[src/rtl/spi_frame_rx.sv]
// Oversampled SPI mode-0 receiver (MSB first) for the global job bus.
// Synchronises the pins and splits each chip-select frame into words with per-frame status.
`timescale 1ns/1ps
module spi_frame_rx #(
  parameter int SYNC_STAGES = 2,
  parameter int WORD_WIDTH  = 32,
  parameter int MAX_WORDS   = 16,
  parameter int IDX_WIDTH   = 4
) (
  input  logic                  clk_in,
  input  logic                  reset_in,
  input  logic                  sck_in,
  input  logic                  sdi_in,
  input  logic                  cs_n_in,
  output logic [WORD_WIDTH-1:0] word_out,
  output logic                  word_valid_out,
  output logic [IDX_WIDTH-1:0]  word_index_out,
  output logic                  frame_start_out,
  output logic                  frame_done_out,
  output logic                  frame_error_out,
  output logic                  busy_out
);
  localparam int BIT_W = $clog2(WORD_WIDTH);
  localparam int CNT_W = IDX_WIDTH + 1;

  typedef enum logic [1:0] {ARM, IDLE, SHIFT, DONE} state_t;

  state_t                 state;
  logic [SYNC_STAGES-1:0] sck_sync;
  logic [SYNC_STAGES-1:0] sdi_sync;
  logic [SYNC_STAGES-1:0] cs_sync;
  logic                   sck_prev;
  logic                   cs_prev;
  logic                   sync_sck;
  logic                   sync_sdi;
  logic                   sync_cs;
  logic                   sck_rise;
  logic                   cs_rise;
  logic                   cs_fall;
  logic [1:0]             arm_cnt;
  logic [BIT_W-1:0]       bit_cnt;
  logic [CNT_W-1:0]       word_cnt;
  logic [WORD_WIDTH-1:0]  shreg;
  logic                   ovf;
  logic                   word_pend;
  logic                   start_pend;

  always_ff @(posedge clk_in or posedge reset_in) begin
    if (reset_in) begin
      sck_sync <= '0;
      sdi_sync <= '0;
      cs_sync  <= '1;
      sck_prev <= 1'b0;
      cs_prev  <= 1'b1;
    end else begin
      sck_sync <= {sck_sync[SYNC_STAGES-2:0], sck_in};
      sdi_sync <= {sdi_sync[SYNC_STAGES-2:0], sdi_in};
      cs_sync  <= {cs_sync[SYNC_STAGES-2:0], cs_n_in};
      sck_prev <= sync_sck;
      cs_prev  <= sync_cs;
    end
  end

  assign sync_sck = sck_sync[SYNC_STAGES-1];
  assign sync_sdi = sdi_sync[SYNC_STAGES-1];
  assign sync_cs  = cs_sync[SYNC_STAGES-1];
  assign sck_rise = sync_sck & ~sck_prev;
  assign cs_rise  = sync_cs & ~cs_prev;
  assign cs_fall  = cs_prev & ~sync_cs;

  // A completed word is published one cycle after its last bit is shifted in,
  // so a cs rise can never coincide with the word strobe and the done strobe.
  always_ff @(posedge clk_in or posedge reset_in) begin
    if (reset_in) begin
      state           <= ARM;
      arm_cnt         <= '0;
      bit_cnt         <= '0;
      word_cnt        <= '0;
      shreg           <= '0;
      ovf             <= 1'b0;
      word_pend       <= 1'b0;
      start_pend      <= 1'b0;
      word_out        <= '0;
      word_valid_out  <= 1'b0;
      word_index_out  <= '0;
      frame_start_out <= 1'b0;
      frame_done_out  <= 1'b0;
      frame_error_out <= 1'b0;
      busy_out        <= 1'b0;
    end else begin
      frame_start_out <= 1'b0;
      frame_done_out  <= 1'b0;
      word_valid_out  <= 1'b0;
      word_pend       <= 1'b0;

      if (word_pend) begin
        if (word_cnt < CNT_W'(MAX_WORDS)) begin
          word_out       <= shreg;
          word_valid_out <= 1'b1;
          word_index_out <= word_cnt[IDX_WIDTH-1:0];
          word_cnt       <= word_cnt + 1'b1;
        end else begin
          ovf <= 1'b1;
        end
      end

      case (state)
        // Wait for the synchroniser to refill, so a frame in flight at reset is ignored.
        ARM: begin
          if (arm_cnt != 2'(SYNC_STAGES)) begin
            arm_cnt <= arm_cnt + 1'b1;
          end else if (sync_cs) begin
            state <= IDLE;
          end
        end
        IDLE: begin
          if (cs_fall || start_pend) begin
            start_pend      <= 1'b0;
            frame_start_out <= 1'b1;
            frame_error_out <= 1'b0;
            bit_cnt         <= '0;
            word_cnt        <= '0;
            ovf             <= 1'b0;
            busy_out        <= 1'b1;
            state           <= SHIFT;
          end
        end
        SHIFT: begin
          if (cs_rise) begin
            busy_out <= 1'b0;
            state    <= DONE;
          end else if (sck_rise) begin
            shreg <= {shreg[WORD_WIDTH-2:0], sync_sdi};
            if (bit_cnt == BIT_W'(WORD_WIDTH - 1)) begin
              bit_cnt   <= '0;
              word_pend <= 1'b1;
            end else begin
              bit_cnt <= bit_cnt + 1'b1;
            end
          end
        end
        DONE: begin
          frame_done_out  <= 1'b1;
          frame_error_out <= (bit_cnt != '0) | ovf | (word_cnt == '0);
          start_pend      <= cs_fall;
          state           <= IDLE;
        end
        default: state <= ARM;
      endcase
    end
  end

endmodule
[config.mk]
export PLATFORM = sky130hd
export DESIGN_NAME = spi_frame_rx
export DESIGN_NICKNAME = d
export VERILOG_FILES = /design/src/rtl/spi_frame_rx.sv
export SDC_FILE = /design/constraint.sdc
export NUM_CORES = 1
export LEC_CHECK = 0
export ABC_AREA = 1
export BUFFER_PORTS_ARGS = -buffer_cell sky130_fd_sc_hd__buf_2
export CAP_MARGIN = 25
export CORE_ASPECT_RATIO = 0.9
export CORE_UTILIZATION = 45
export DETAILED_ROUTE_END_ITERATION = 12
export GPL_ROUTABILITY_DRIVEN = 0
export PLACE_DENSITY = 0.73
export SETUP_SLACK_MARGIN = 0.05
export SLEW_MARGIN = 20
export SYNTH_ARGS = -nofsm -noshare
export SYNTH_HDL_FRONTEND = slang
export SYNTH_SLANG_ARGS = --single-unit
[constraint.sdc]
create_clock -name clk_in -period 3.3 [get_ports clk_in]
set_input_delay 0.495 -clock clk_in [delete_from_list [all_inputs] [get_ports clk_in]]
set_output_delay 0.495 -clock clk_in [all_outputs]
set_load 0.05 [all_outputs]
==> results.py <==
metrics = {
    "sta": {
        "fin_skew_ps": 5.765,
        "finalSetupViolCount": 0,
        "rsz0062_at_grt": "no",
        "slew_violations": 0,
        "hold_violations": 0,
        "clock.fmax_ghz": 0.5059,
        "layout_setup_ws_ps": 1323,
        "period_minus_slack_ps": 1977,
        "tightest_slew_ps": 842.3,
        "relSlewSlack_pct": 43.84,
        "fin_tns_setup_ps": 0,
        "period_share_pct": 59.89,
    },
    "clock_network": {
        "cts_tree": "yes",
        "insertion_delay_ps": 370,
        "clockBufferDepth": 2,
        "cts_root_buf": "clkbuf_8",
        "cts_resized": 0,
        "cts_made_buffers": 9,
        "postCtsSetupBuffers": 0,
        "path_clk_slew_ps": 100,
        "cts_hold_buf": 0,
        "htree_num_levels": 3,
        "cts.sink_count": 98,
    },
    "critical_path": {
        "worstSetupPathType": "flip-flop to flip-flop",
        "endpoint_kind": "flip-flop",
        "crit_chain": "inv_1 > ha_1 > nand3_2 > buf_16 > buf_4 > nand2_1 > o21ai_2",
        "cp-start-kind": "flip-flop",
        "crit_fanout": 34,
        "max_stage_delay_ps": 440,
        "cp.required_ps": 3560,
        "cp_slowest_cell": "dfrtp_1",
        "cp.arrival_ps": 2240,
    },
    "synthesis": {
        "synth_seq_cells": 98,
        "yosysMostFrequentCell": "nand2_1",
        "yosys_warnings": 0,
        "synth_cells": 421,
        "synthTopCellsByArea": "dfrtp_1 (57%), nand2_1 (12%), o21ai_2 (8.8%)",
        "synth.distinct_cells": 28,
        "syn_nets": 437,
        "yosys.area.top_type": "dfrtp_1",
        "yosysSeqAreaShare_pct": 58.88,
        "syn_area_um2": 4172,
        "synth_top_area_share_pct": 56.99,
        "synthTopCellsByCount": "nand2_1 (129), dfrtp_1 (95), inv_1 (59)",
        "synth_edf_count": 0,
        "avgSynthCellArea_um2": 9.909,
        "synth_flop_cell": "dfrtp_1",
        "postSynth.asyncResetShare_pct": 100.0,
    },
    "grt": {
        "gr-total-overflow": 0,
        "grt_pass1_vias": 2572,
        "grt_first_pass_wirelength_mm": 11.63,
        "antenna_found_initial": 0,
        "grt_max_degree": 72,
        "track_usage_pct": 15.92,
    },
    "die": {
        "die_w_um": 103.5,
        "initial_core_util_pct": 47.57,
        "die_area_um2": 9660,
        "die_h_um": 93.34,
        "ios": 46,
        "num_rows": 32,
        "core_um2": 8768,
    },
    "final_layout": {
        "nets": 482,
        "num-fill-cells": 791,
        "syn_to_final_growth_pct": 11.85,
        "layout-drive-gt1-share_pct": 25.69,
        "diodes": 0,
    },
    "placement": {
        "io_buffer_count": 45,
        "place_ws_ps": 974.0,
        "dpl.hpwl_mm": 4.651,
    },
    "power": {
        "p_per_area_nw_per_um2": 574.2,
        "power_uw": 2679,
        "vdd_drop_max_uv": 388.1,
        "leakagePower_uw": 0.002385,
    },
    "detailed_routing": {
        "drc": 0,
        "vias": 2760,
        "antenna_left": 0,
        "firstDrtPassIters": 4,
        "drt_iter0_drc": 137,
        "avgRoutedWirePerCell_um": 11.58,
        "wirelength_mm": 6.831,
        "via_per_inst": 4.678,
    },
    "hold_path": {
        "hold_path_class": "input port to flip-flop",
    },
    "outcome": {
        "status": "completed",
    },
    "flow_run": {
        "cap_violations": 0,
    },
}
## sequential cells by signal, summed over array words and instances (netlist names), 4 cells and up
signal	flops
shreg	32
word_out	32
bit_cnt	5
word_cnt	5
word_index_out	4
## cells in the final DEF (no fill, tap or decap), types with 4 or more instances in the layout
master / instances
o21ai_0: 17
o21ai_1: 10
nand2_1: 129
inv_1: 58
dfrtp_1: 95
o21ai_2: 42
a21oi_1: 4
buf_2: 45
ha_1: 11
nor2_1: 14
nand3_1: 5
clkbuf_8: 9
## cells by family (layout without fill, tap and decap cells)
family / count (synthesis) / count (layout) / share of synthesized area (%)
AND/OR/NAND/NOR: 161 / 161 / 15.75
flip-flops: 98 / 98 / 58.88
buffers and inverters: 76 / 126 / 9.178
XOR/XNOR: 1 / 1 / 0.2100
AO/OA/AOI/OAI: 74 / 74 / 12.69
adder cells (fa/ha/maj): 11 / 11 / 3.299
## through the flow
stage,instances,area [um^2],hold slack [ps],util (%)
finish,590,4666,217.2,53.21
global route,590,4666,188.4,53.21
CTS,589,4638,194.8,52.90
detailed placement,573,4419,338.5,50.40
global placement,573,4419,335.6,50.40
floorplan,421,4172,331.2,-
## where the power goes
part / leakage [uW] / switching [uW] / total (uW) / internal [uW]
clock network: 0.000111 / 453 / 826 / 373
logic: 0.000947 / 374 / 524 / 150
registers: 0.00133 / 49.9 / 1330 / 1280
## final timing paths
kind | from | endpoint | slack (ps) | cells after the start
setup / recovery | state[0] | shreg[10] | 1320 | 7
hold / removal | cs_n_in | cs_sync[0] | 220 | 1
hold reg to reg | sdi_sync[0] | sdi_sync[1] | 360 | 0
setup reg to reg | state[0] | shreg[10] | 1320 | 7
min in group asynchronous | reset_in | word_out[15] | 270 | 2
max in group asynchronous | reset_in | cs_sync[0] | 2200 | 3
## area by class of cell
cell class	instances	area, um^2	share of cell area, %
Sequential cell	98	2456	52.64
Multi-Input combinational cell	247	1333	28.56
Timing Repair Buffer	49	275.3	5.900
Inverter	61	234.0	5.015
Tap cell	119	148.9	3.191
Clock buffer	9	123.9	2.655
Clock inverter	7	95.09	2.038
## worst max-delay path: cells and delay by family, from the launching register on
kind,cells,cell delay [ps]
AO/OA/AOI/OAI,1,60
buffers and inverters,3,610
adder cells (fa/ha/maj),1,320
flip-flops,1,440
AND/OR/NAND/NOR,2,440
## routing by layer
layer  vias up  track usage [%]  part of all wire (%)
met5         -                0                     0
li1       1394                -                     -
met2        49            24.83                    47
met4         0            5.282                   1.1
met1      1308            20.56                    48
met3         9            5.605                   4.4
Power figures use the tool's default switching activity.
